===== config.mk =====
export PLATFORM = sky130hd
export DESIGN_NAME = fp_add_post
export DESIGN_NICKNAME = d
export VERILOG_FILES = /design/src/rtl/fpu_pkg.sv /design/src/rtl/fp_res_fifo.sv /design/src/rtl/fp_add_post.sv
export SDC_FILE = /design/constraint.sdc
export NUM_CORES = 1
export LEC_CHECK = 0
export CAP_MARGIN = 20
export CORE_UTILIZATION = 43
export DETAILED_ROUTE_END_ITERATION = 7
export DONT_BUFFER_PORTS = 1
export SLEW_MARGIN = 20
export SYNTH_ARGS = -nofsm -noshare
export SYNTH_HDL_FRONTEND = slang
export SYNTH_SLANG_ARGS = --single-unit

===== constraint.sdc =====
create_clock -name clk -period 1.9 [get_ports clk]
set_input_delay 0.38 -clock clk [delete_from_list [all_inputs] [get_ports clk]]
set_output_delay 0.38 -clock clk [all_outputs]
set_load 0.02 [all_outputs]

===== src/rtl/fpu_pkg.sv =====
// Shared constants, operand classes and field helpers for the single-precision
// add post-processing stage.
`timescale 1ns/1ps
package fpu_pkg;

    localparam logic [7:0]  EXP_MAX      = 8'hFF;
    localparam logic [31:0] QNAN         = 32'h7FC00000;
    localparam logic [31:0] INF_POS      = 32'h7F800000;
    localparam int          FLAG_INVALID = 2;
    localparam int          FLAG_OVF     = 1;
    localparam int          FLAG_ZERO    = 0;

    typedef enum logic [1:0] {
        ZERO   = 2'd0,
        NORMAL = 2'd1,
        INF    = 2'd2,
        NAN    = 2'd3
    } fp_class_e;

    function automatic logic [7:0] fp_exp(input logic [31:0] v);
        return v[30:23];
    endfunction

    function automatic logic [22:0] fp_mant(input logic [31:0] v);
        return v[22:0];
    endfunction

    // Denormals (exponent 00) are classed as zero: they are flushed.
    function automatic fp_class_e fp_classify(input logic [31:0] v);
        fp_class_e c;
        if (fp_exp(v) == EXP_MAX) begin
            c = (fp_mant(v) != 23'd0) ? NAN : INF;
        end else if (fp_exp(v) == 8'd0) begin
            c = ZERO;
        end else begin
            c = NORMAL;
        end
        return c;
    endfunction

endpackage


===== src/rtl/fp_res_fifo.sv =====
// Two-entry result FIFO with occupancy count; a push is refused when full,
// even if a pop happens in the same cycle.
`timescale 1ns/1ps
module fp_res_fifo #(
    parameter int WIDTH = 35,
    parameter int DEPTH = 2
) (
    input  logic             clk,
    input  logic             rst_n,
    input  logic             push,
    input  logic [WIDTH-1:0] push_data,
    input  logic             pop,
    output logic [WIDTH-1:0] pop_data,
    output logic [1:0]       count,
    output logic             full,
    output logic             empty
);

    localparam logic [1:0] DEPTH_C = 2'(DEPTH);

    logic [WIDTH-1:0] mem_r [2];
    logic             wr_ptr_r;
    logic             rd_ptr_r;
    logic [1:0]       count_r;
    logic             do_push_s;
    logic             do_pop_s;

    assign full      = (count_r == DEPTH_C);
    assign empty     = (count_r == 2'd0);
    assign do_push_s = push & ~full;
    assign do_pop_s  = pop & ~empty;
    assign pop_data  = mem_r[rd_ptr_r];
    assign count     = count_r;

    // Storage and write pointer
    always_ff @(posedge clk or negedge rst_n) begin
        if (!rst_n) begin
            mem_r[0] <= '0;
            mem_r[1] <= '0;
            wr_ptr_r <= 1'b0;
        end else if (do_push_s) begin
            mem_r[wr_ptr_r] <= push_data;
            wr_ptr_r        <= ~wr_ptr_r;
        end else begin
            wr_ptr_r <= wr_ptr_r;
        end
    end

    // Read pointer and occupancy
    always_ff @(posedge clk or negedge rst_n) begin
        if (!rst_n) begin
            rd_ptr_r <= 1'b0;
            count_r  <= 2'd0;
        end else begin
            if (do_pop_s) begin
                rd_ptr_r <= ~rd_ptr_r;
            end else begin
                rd_ptr_r <= rd_ptr_r;
            end
            case ({do_push_s, do_pop_s})
                2'b10:   count_r <= count_r + 2'd1;
                2'b01:   count_r <= count_r - 2'd1;
                default: count_r <= count_r;
            endcase
        end
    end

endmodule


===== src/rtl/fp_add_post.sv =====
// Post-processing for the combinational single-precision adder: patches special
// operands, overflow and result sign, then buffers {flags, result} in a FIFO.
`timescale 1ns/1ps
module fp_add_post
    import fpu_pkg::*;
#(
    parameter int DEPTH = 2
) (
    input  logic        clk,
    input  logic        rst_n,
    input  logic        in_valid,
    output logic        in_ready,
    input  logic [31:0] op_a,
    input  logic [31:0] op_b,
    input  logic        op_ctrl,
    output logic        add_en,
    input  logic [31:0] add_ans,
    output logic        out_valid,
    input  logic        out_ready,
    output logic [31:0] out_res,
    output logic [2:0]  out_flags
);

    fp_class_e   cls_a_s;
    fp_class_e   cls_b_s;
    logic        bs_s;
    logic        sign_s;
    logic [31:0] res_s;
    logic        inv_s;
    logic        ovf_s;
    logic [2:0]  flags_s;
    logic [34:0] head_s;
    logic [1:0]  count_s;
    logic        full_s;
    logic        empty_s;
    logic        push_s;

    assign bs_s    = op_b[31] ^ op_ctrl;
    assign cls_a_s = fp_classify(op_a);
    assign cls_b_s = fp_classify(op_b);
    // Larger magnitude wins the sign; on a tie the (effective) b sign is kept.
    assign sign_s  = (op_a[30:0] > op_b[30:0]) ? op_a[31] : bs_s;
    assign add_en  = in_valid;

    // Special-case fix-up, first match wins
    always_comb begin
        res_s = add_ans;
        inv_s = 1'b0;
        ovf_s = 1'b0;
        if (cls_a_s == NAN || cls_b_s == NAN) begin
            res_s = QNAN;
            inv_s = 1'b1;
        end else if (cls_a_s == INF && cls_b_s == INF && op_a[31] != bs_s) begin
            res_s = QNAN;
            inv_s = 1'b1;
        end else if (cls_a_s == INF) begin
            res_s = {op_a[31], INF_POS[30:0]};
        end else if (cls_b_s == INF) begin
            res_s = {bs_s, INF_POS[30:0]};
        end else if (cls_a_s == ZERO && cls_b_s == ZERO) begin
            res_s = {op_a[31] & bs_s, 31'd0};
        end else if (cls_a_s == ZERO) begin
            res_s = {bs_s, op_b[30:0]};
        end else if (cls_b_s == ZERO) begin
            res_s = op_a;
        end else if (add_ans[30:23] == EXP_MAX) begin
            res_s = {sign_s, INF_POS[30:0]};
            ovf_s = 1'b1;
        end else if (add_ans[30:0] == 31'd0) begin
            res_s = 32'd0;
        end else begin
            res_s = {sign_s, add_ans[30:0]};
        end
    end

    // Flag vector assembly
    always_comb begin
        flags_s               = 3'b000;
        flags_s[FLAG_INVALID] = inv_s;
        flags_s[FLAG_OVF]     = ovf_s;
        flags_s[FLAG_ZERO]    = (res_s[30:0] == 31'd0);
    end

    assign in_ready = (count_s != 2'd2);
    assign push_s   = in_valid & ~full_s;

    fp_res_fifo #(
        .WIDTH (35),
        .DEPTH (DEPTH)
    ) u_fifo (
        .clk       (clk),
        .rst_n     (rst_n),
        .push      (push_s),
        .push_data ({flags_s, res_s}),
        .pop       (out_ready),
        .pop_data  (head_s),
        .count     (count_s),
        .full      (full_s),
        .empty     (empty_s)
    );

    assign out_valid = ~empty_s;
    assign out_res   = head_s[31:0];
    assign out_flags = head_s[34:32];

endmodule


==> flow_metrics.py, run 1 <==
metrics = {
    "cts": {
        "clk_path_buf_depth": 2,
        "cts_tree": "built",
        "cts_made_buffers": 9,
        "clock_sinks": 74,
        "cts_htree_levels": 3,
        "clkTransAtPathRegs_ns": 0.06,
        "clk-insertion-delay-late_ns": 0.33,
        "root_buffer": "clkbuf_16",
    },
    "routing": {
        "vias_per_cell": 6.060,
        "detail_route.wl_per_cell_um": 20.76,
        "wl_mm": 17.73,
        "drtPass1Iterations": 7,
        "antenna_left": 0,
        "first_iter_violations": 308,
        "remaining_drc_errors": 0,
        "vias": 5175,
    },
    "setup_path": {
        "crit_fanout": 8,
        "r2r_setup_slack_ns": 0.15,
        "arrival_ns": 2.55,
        "cp_slowest_cell": "or4_4",
        "criticalPathCategory": "input pin to flip-flop",
        "cp_cell_sequence": "or4_4, o211a_4, a22o_1, a211oi_2, o2111ai_1, or4_4, o31ai_1",
        "path_delay_family": "simple AND/OR/NAND/NOR gates",
        "cp-start-kind": "input pin",
        "crit_path_end_kind": "flip-flop",
        "cp_num_buf_inv": 0,
        "crit_required_ns": 2.14,
        "slowest_delay_ns": 0.55,
        "cp_common_cell": "or4_4",
    },
    "yosys": {
        "syn_avg_cell_area_um2": 8.648,
        "synth_area_mm2": 0.005293,
        "synth_edf_count": 0,
        "synthesis.nets": 746,
        "yosysWarnings": 0,
        "synthArstFlopShare": 1.000,
        "yosysSeqAreaShare": 0.3499,
        "synth.top_cell.area_share": 0.3499,
        "yosysTopAreaCell": "dfrtp_1",
        "synth-seq-cells": 74,
        "ys.flop_type": "dfrtp_1",
        "syn-instance-count": 612,
        "synth_cell_types": 54,
        "ys_top_cells_by_area": "dfrtp_1 35%, mux2_2 8.7%, ha_1 7.8%, nand2_1 6.7%, o21ai_0 4.0%",
    },
    "floorplan": {
        "start_util": 0.4406,
        "die_area_mm2": 0.01276,
        "rows": 40,
        "dieHeight_um": 112.9,
        "core_mm2": 0.01201,
        "die-width_um": 112.9,
        "ios": 139,
    },
    "timing": {
        "fmax_ghz": 0.4332,
        "tightest_slew_ns": 0.8671,
        "setup_viol": 15,
        "relSlewSlack": 0.4175,
        "drv_slew": 0,
        "fin_hold_ws_ns": -0.2559,
        "rsz0062_at_grt": "yes",
        "finalCriticalPeriod_ns": 2.308,
        "hold_viol": 74,
        "timing.final.ws_setup_ns": -0.4084,
        "fin_crit_sh": 1.215,
        "skew_ns": 0.007466,
    },
    "placement": {
        "port-buffer-count": 0,
        "hpwl_mm": 14.19,
        "routabilityCongestion": 0.9464,
    },
    "global_routing": {
        "grt_start_max_net_pins": 75,
        "grt_pass1_vias": 5211,
        "antenna_found_initial": 0,
        "grt_pass1_wl_mm": 27.56,
        "track_usage": 0.2824,
        "grt_remaining_overflow": 0,
    },
    "cells_and_area": {
        "nets": 836,
        "antenna_cells": 0,
        "synthToLayoutAreaGrowth_pct": 26.26,
        "drive_gt1_frac": 0.2928,
        "fillCellCount": 1144,
    },
    "pwr": {
        "power_w": 0.007552,
        "peakVddDrop_uv": 446.9,
        "power_density_mw_per_mm2": 1130,
        "p_leak_nw": 3.142,
    },
    "min_path": {
        "hp-class": "input pin to asynchronous set/reset pin",
    },
    "outcome": {
        "violations": "hold timing, setup timing",
        "status": "complete, but fails checks",
    },
    "job": {
        "maxCapViolCount": 0,
    },
}
[worst paths after layout]
check | start | endpoint | depth (start not counted)
worst max-delay path | op_b[27] | u_fifo.mem_r[67] | 7
worst min-delay path | rst_n | u_fifo.mem_r[6] | 0
worst max register to register | u_fifo.count[0] | u_fifo.mem_r[67] | 6
worst min register to register | u_fifo.mem_r[10] | u_fifo.mem_r[10] | 2
max in group asynchronous | rst_n | u_fifo.count[1] | 0
min in group clk | in_valid | u_fifo.wr_ptr_r | 3
[cells in the final DEF (no fill, tap or decap), types with 4 or more instances in the layout]
cell type  netlist  routed
o211ai_1         7       7
a31o_2           4       4
o31ai_1         20      18
nor2_1          28      26
nor3_1           9       9
clkbuf_16        0       9
a211oi_2         0       5
dfrtp_1         74      74
nand4_1         19      19
buf_4            1     108
mux2_2          41      41
o21a_1           5       5
o21ai_1          0       8
a21o_1          17      17
o21ai_0         42      32
inv_1           35      35
a221o_1          7       7
nor4_1          25      16
nand3_1         10       9
or2_2            7       7
ha_1            33      33
nand2_1         94      94
a22oi_1          9       7
nor4_4           0       6
and3_1          10      10
a21oi_1         22      22
clkbuf_1        26       4
a22o_1          10      10
o22ai_1          4       4
[layer usage]
metal  wire length, um  global-route usage  share of wire
met4               694              0.1325          0.039
met1              7709              0.3647           0.43
met2              7939              0.4440           0.45
met5                 0                   0              0
met3              1382             0.07284          0.078
[through the flow]
| stage | setup slack, ns | cell area [um2] | setup TNS, ns | instances | utilization |
|---|---|---|---|---|---|
| floorplan | -0.7266 | 5350 | -8.557 | 612 | - |
| global placement | -0.8351 | 6217 | -19.12 | 834 | 0.5176 |
| detailed placement | -0.8676 | 6217 | -20.50 | 834 | 0.5176 |
| CTS | -0.4066 | 6575 | -1.193 | 851 | 0.5474 |
| global route | -0.4484 | 6683 | -2.897 | 854 | 0.5564 |
| finish | -0.4084 | 6683 | -1.747 | 854 | 0.5564 |
[cells by family (layout without fill, tap and decap cells)]
logic type | count (synthesis) | in the layout | synth area share
AOI/OAI and AO/OA | 178 | 178 | 0.2331
xor gates and xnor gates | 5 | 5 | 0.008276
adders and majority gates | 33 | 33 | 0.07801
buffers and inverters | 67 | 162 | 0.04988
DFF | 74 | 74 | 0.3499
muxes | 41 | 41 | 0.08723
and+or+nand+nor | 214 | 214 | 0.1936
[area by class of cell]
class / instances / area, um2 / share of cell area
Sequential cell: 74 / 1852 / 0.2771
Timing Repair Buffer: 111 / 853.3 / 0.1277
Tap cell: 147 / 183.9 / 0.02752
Inverter: 35 / 131.4 / 0.01966
Multi-Input combinational cell: 471 / 3396 / 0.5081
Clock buffer: 14 / 254.0 / 0.03801
Clock inverter: 2 / 12.51 / 0.001872
[cell usage after synthesis, drive strengths merged, types with 4 or more instances]
library cell  number
a22o              10
nor4              25
and3              10
buf                6
o211ai             7
nand3             10
ha                33
mux2              41
inv               35
a211oi             8
clkbuf            26
nand4             19
a31o               4
dfrtp             74
o21a               5
nor2              29
o22ai              4
or2                7
a21o              17
nor3               9
a21oi             22
o31ai             20
a22oi              9
a221o              7
nand2             95
o21ai             42
[state kept, by name (all words and copies together), names as in the netlist]
| name | cells |
|---|---|
| u_fifo.count | 2 |
| u_fifo.mem_r | 70 |
| u_fifo.rd_ptr_r | 1 |
| u_fifo.wr_ptr_r | 1 |
[power breakdown]
group | switching (W) | total [W] | internal, W
Combinational | 0.00204 | 0.00338 | 0.00135
Clock | 0.000586 | 0.00150 | 0.000918
Sequential | 0.000366 | 0.00267 | 0.00230
Total | 0.00299 | 0.00755 | 0.00456
[timing repair]
| item | in CTS | in global routing |
|---|---|---|
| buffers inserted | 2 | 4 |
| resized for setup | 19 | 21 |
| pin swaps | 7 | 15 |
| setup endpoints to repair | 19 | 35 |
| hold endpoints to repair | 74 | 74 |
| cloned | 0 | 0 |
Note: power is estimated with default switching activity, not from simulation.
==> run 2: changes to the inputs <==
--- a/config.mk
+++ b/config.mk
@@ -9,6 +9,7 @@
 export CORE_UTILIZATION = 43
 export DETAILED_ROUTE_END_ITERATION = 7
 export DONT_BUFFER_PORTS = 1
+export SKIP_CTS_REPAIR_TIMING = 1
 export SLEW_MARGIN = 20
 export SYNTH_ARGS = -nofsm -noshare
 export SYNTH_HDL_FRONTEND = slang
==> flow_metrics.py, run 2 (synthesized netlist as in run 1, its figures left out) <==
metrics = {
    "cells_and_area": {
        "largest_register_ffs": 70,
        "layout_common_cells": "109 x buf_4, 93 x nand2_1, 74 x dfrtp_1",
        "antenna_cells": 0,
        "top_register": "u_fifo.mem_r",
        "stdcell_area_mm2": 0.006695,
        "synthToLayoutAreaGrowth_pct": 26.50,
        "drive_gt1_frac": 0.2952,
        "final_common_cell": "buf_4",
        "utilization": 0.5574,
        "nets": 837,
    },
    "job": {
        "maxCapViolCount": 0,
    },
    "floorplan": {
        "rows": 40,
        "core_mm2": 0.01201,
        "dieHeight_um": 112.9,
        "die_area_mm2": 0.01276,
        "ios": 139,
        "start_util": 0.4406,
        "die-width_um": 112.9,
    },
    "setup_path": {
        "cp-start-kind": "input pin",
        "cp_num_buf_inv": 0,
        "cp.depth": 7,
        "r2r-end": "u_fifo.mem_r[9]",
        "rr_startpoint": "u_fifo.count[0]",
        "cp_slowest_cell": "or4_4",
        "criticalPathCategory": "input pin to flip-flop",
        "slowest_delay_ns": 0.55,
        "cp_common_cell": "or4_4",
        "r2r_setup_slack_ns": 0.18,
        "setup.worst_path.end": "u_fifo.mem_r[67]",
        "arrival_ns": 2.55,
        "crit_start": "op_b[27]",
        "r2r_cells": 6,
        "cp_cell_sequence": "or4_4, o211a_4, a22o_1, a211oi_2, o2111ai_1, or4_4, o31ai_1",
        "crit_path_end_kind": "flip-flop",
        "crit_required_ns": 2.14,
        "crit_fanout": 8,
        "path_delay_family": "simple AND/OR/NAND/NOR gates",
    },
    "cts": {
        "clkTransAtPathRegs_ns": 0.06,
        "clock_sinks": 74,
        "clk-insertion-delay-late_ns": 0.33,
        "clk_path_buf_depth": 2,
        "cts_htree_levels": 3,
        "cts_made_buffers": 9,
        "root_buffer": "clkbuf_16",
        "cts_tree": "built",
    },
    "placement": {
        "port-buffer-count": 0,
        "place_area_mm2": 0.006217,
        "routabilityCongestion": 0.9464,
        "hpwl_mm": 14.19,
    },
    "outcome": {
        "status": "complete, but fails checks",
        "violations": "hold timing, setup timing",
    },
    "pwr": {
        "pwr-share-clk": 0.199,
        "p_leak_nw": 3.149,
        "power_density_mw_per_mm2": 1130,
        "peakVddDrop_uv": 446.4,
        "power_frac_comb": 0.448,
        "switching_share": 0.3961,
        "power_w": 0.007566,
        "seqPwrFrac": 0.353,
        "p_int_w": 0.004569,
        "p_switching_w": 0.002997,
    },
    "routing": {
        "antenna_left": 0,
        "detail_route.wl_per_cell_um": 20.74,
        "remaining_drc_errors": 0,
        "vias": 5177,
        "first_iter_violations": 286,
        "vias_per_cell": 6.055,
        "drtPass1Iterations": 5,
        "wl_mm": 17.73,
    },
    "timing": {
        "timing.final.ws_setup_ns": -0.4131,
        "fin_crit_sh": 1.217,
        "drv_slew": 0,
        "relSlewSlack": 0.4310,
        "hold_viol": 74,
        "tightest_slew_ns": 0.8470,
        "rsz0062_at_grt": "yes",
        "setup_viol": 15,
        "fmax_ghz": 0.4323,
        "finalCriticalPeriod_ns": 2.313,
        "fin_hold_ws_ns": -0.2579,
        "skew_ns": 0.007103,
    },
    "global_routing": {
        "track_usage": 0.2796,
        "grt_start_max_net_pins": 75,
        "grt_pass1_wl_mm": 27.28,
        "antenna_found_initial": 0,
        "grt_pass1_vias": 5165,
        "grt_remaining_overflow": 0,
    },
    "min_path": {
        "hp-class": "input pin to asynchronous set/reset pin",
    },
}
==> run 2: power by group through the flow <==
stage / Sequential (W) / Clock [W] / Combinational (W)
after floorplan: 0.00257 / 0 / 0.00264
after global placement: 0.00265 / 0 / 0.00330
after detailed placement: 0.00269 / 0 / 0.00336
after CTS: 0.00267 / 0.00154 / 0.00337
after global routing: 0.00275 / 0.00160 / 0.00368
final: 0.00267 / 0.00151 / 0.00339
==> run 2: worst min path at each step <==
stage | start | endpoint | slack, ns | cells past startpoint
final | rst_n | u_fifo.mem_r[6] | -0.26 | 0
after global routing | rst_n | u_fifo.mem_r[5] | -0.28 | 0
after CTS | rst_n | u_fifo.mem_r[5] | -0.27 | 0
after detailed placement | rst_n | u_fifo.mem_r[40] | 0.09 | 0
after global placement | rst_n | u_fifo.mem_r[4] | 0.09 | 0
after floorplan | rst_n | u_fifo.count[0] | 0.08 | 0
==> run 2: layout make-up <==
type	count	area, um2
Sequential cell	74	1852
Clock inverter	2	12.51
Multi-Input combinational cell	471	3401
Timing Repair Buffer	112	860.8
Fill cell	1147	5316
Inverter	35	131.4
Tap cell	147	183.9
Clock buffer	14	254.0
==> run 2: routing by layer <==
layer / part of all wire / GRT usage / vias to the layer above
li1: - / - / 2471
met1: 0.43 / 0.3606 / 2437
met2: 0.45 / 0.4346 / 226
met3: 0.079 / 0.07392 / 43
met4: 0.039 / 0.1404 / 0
met5: 0 / 0 / -
==> run 2: metrics by stage <==
step / worst slack [ns] / TNS (ns) / cells
floorplan: -0.7266 / -8.557 / 612
global placement: -0.8351 / -19.12 / 834
detailed placement: -0.8676 / -20.50 / 834
CTS: -0.5225 / -4.281 / 850
global route: -0.4484 / -3.066 / 855
finish: -0.4131 / -1.790 / 855
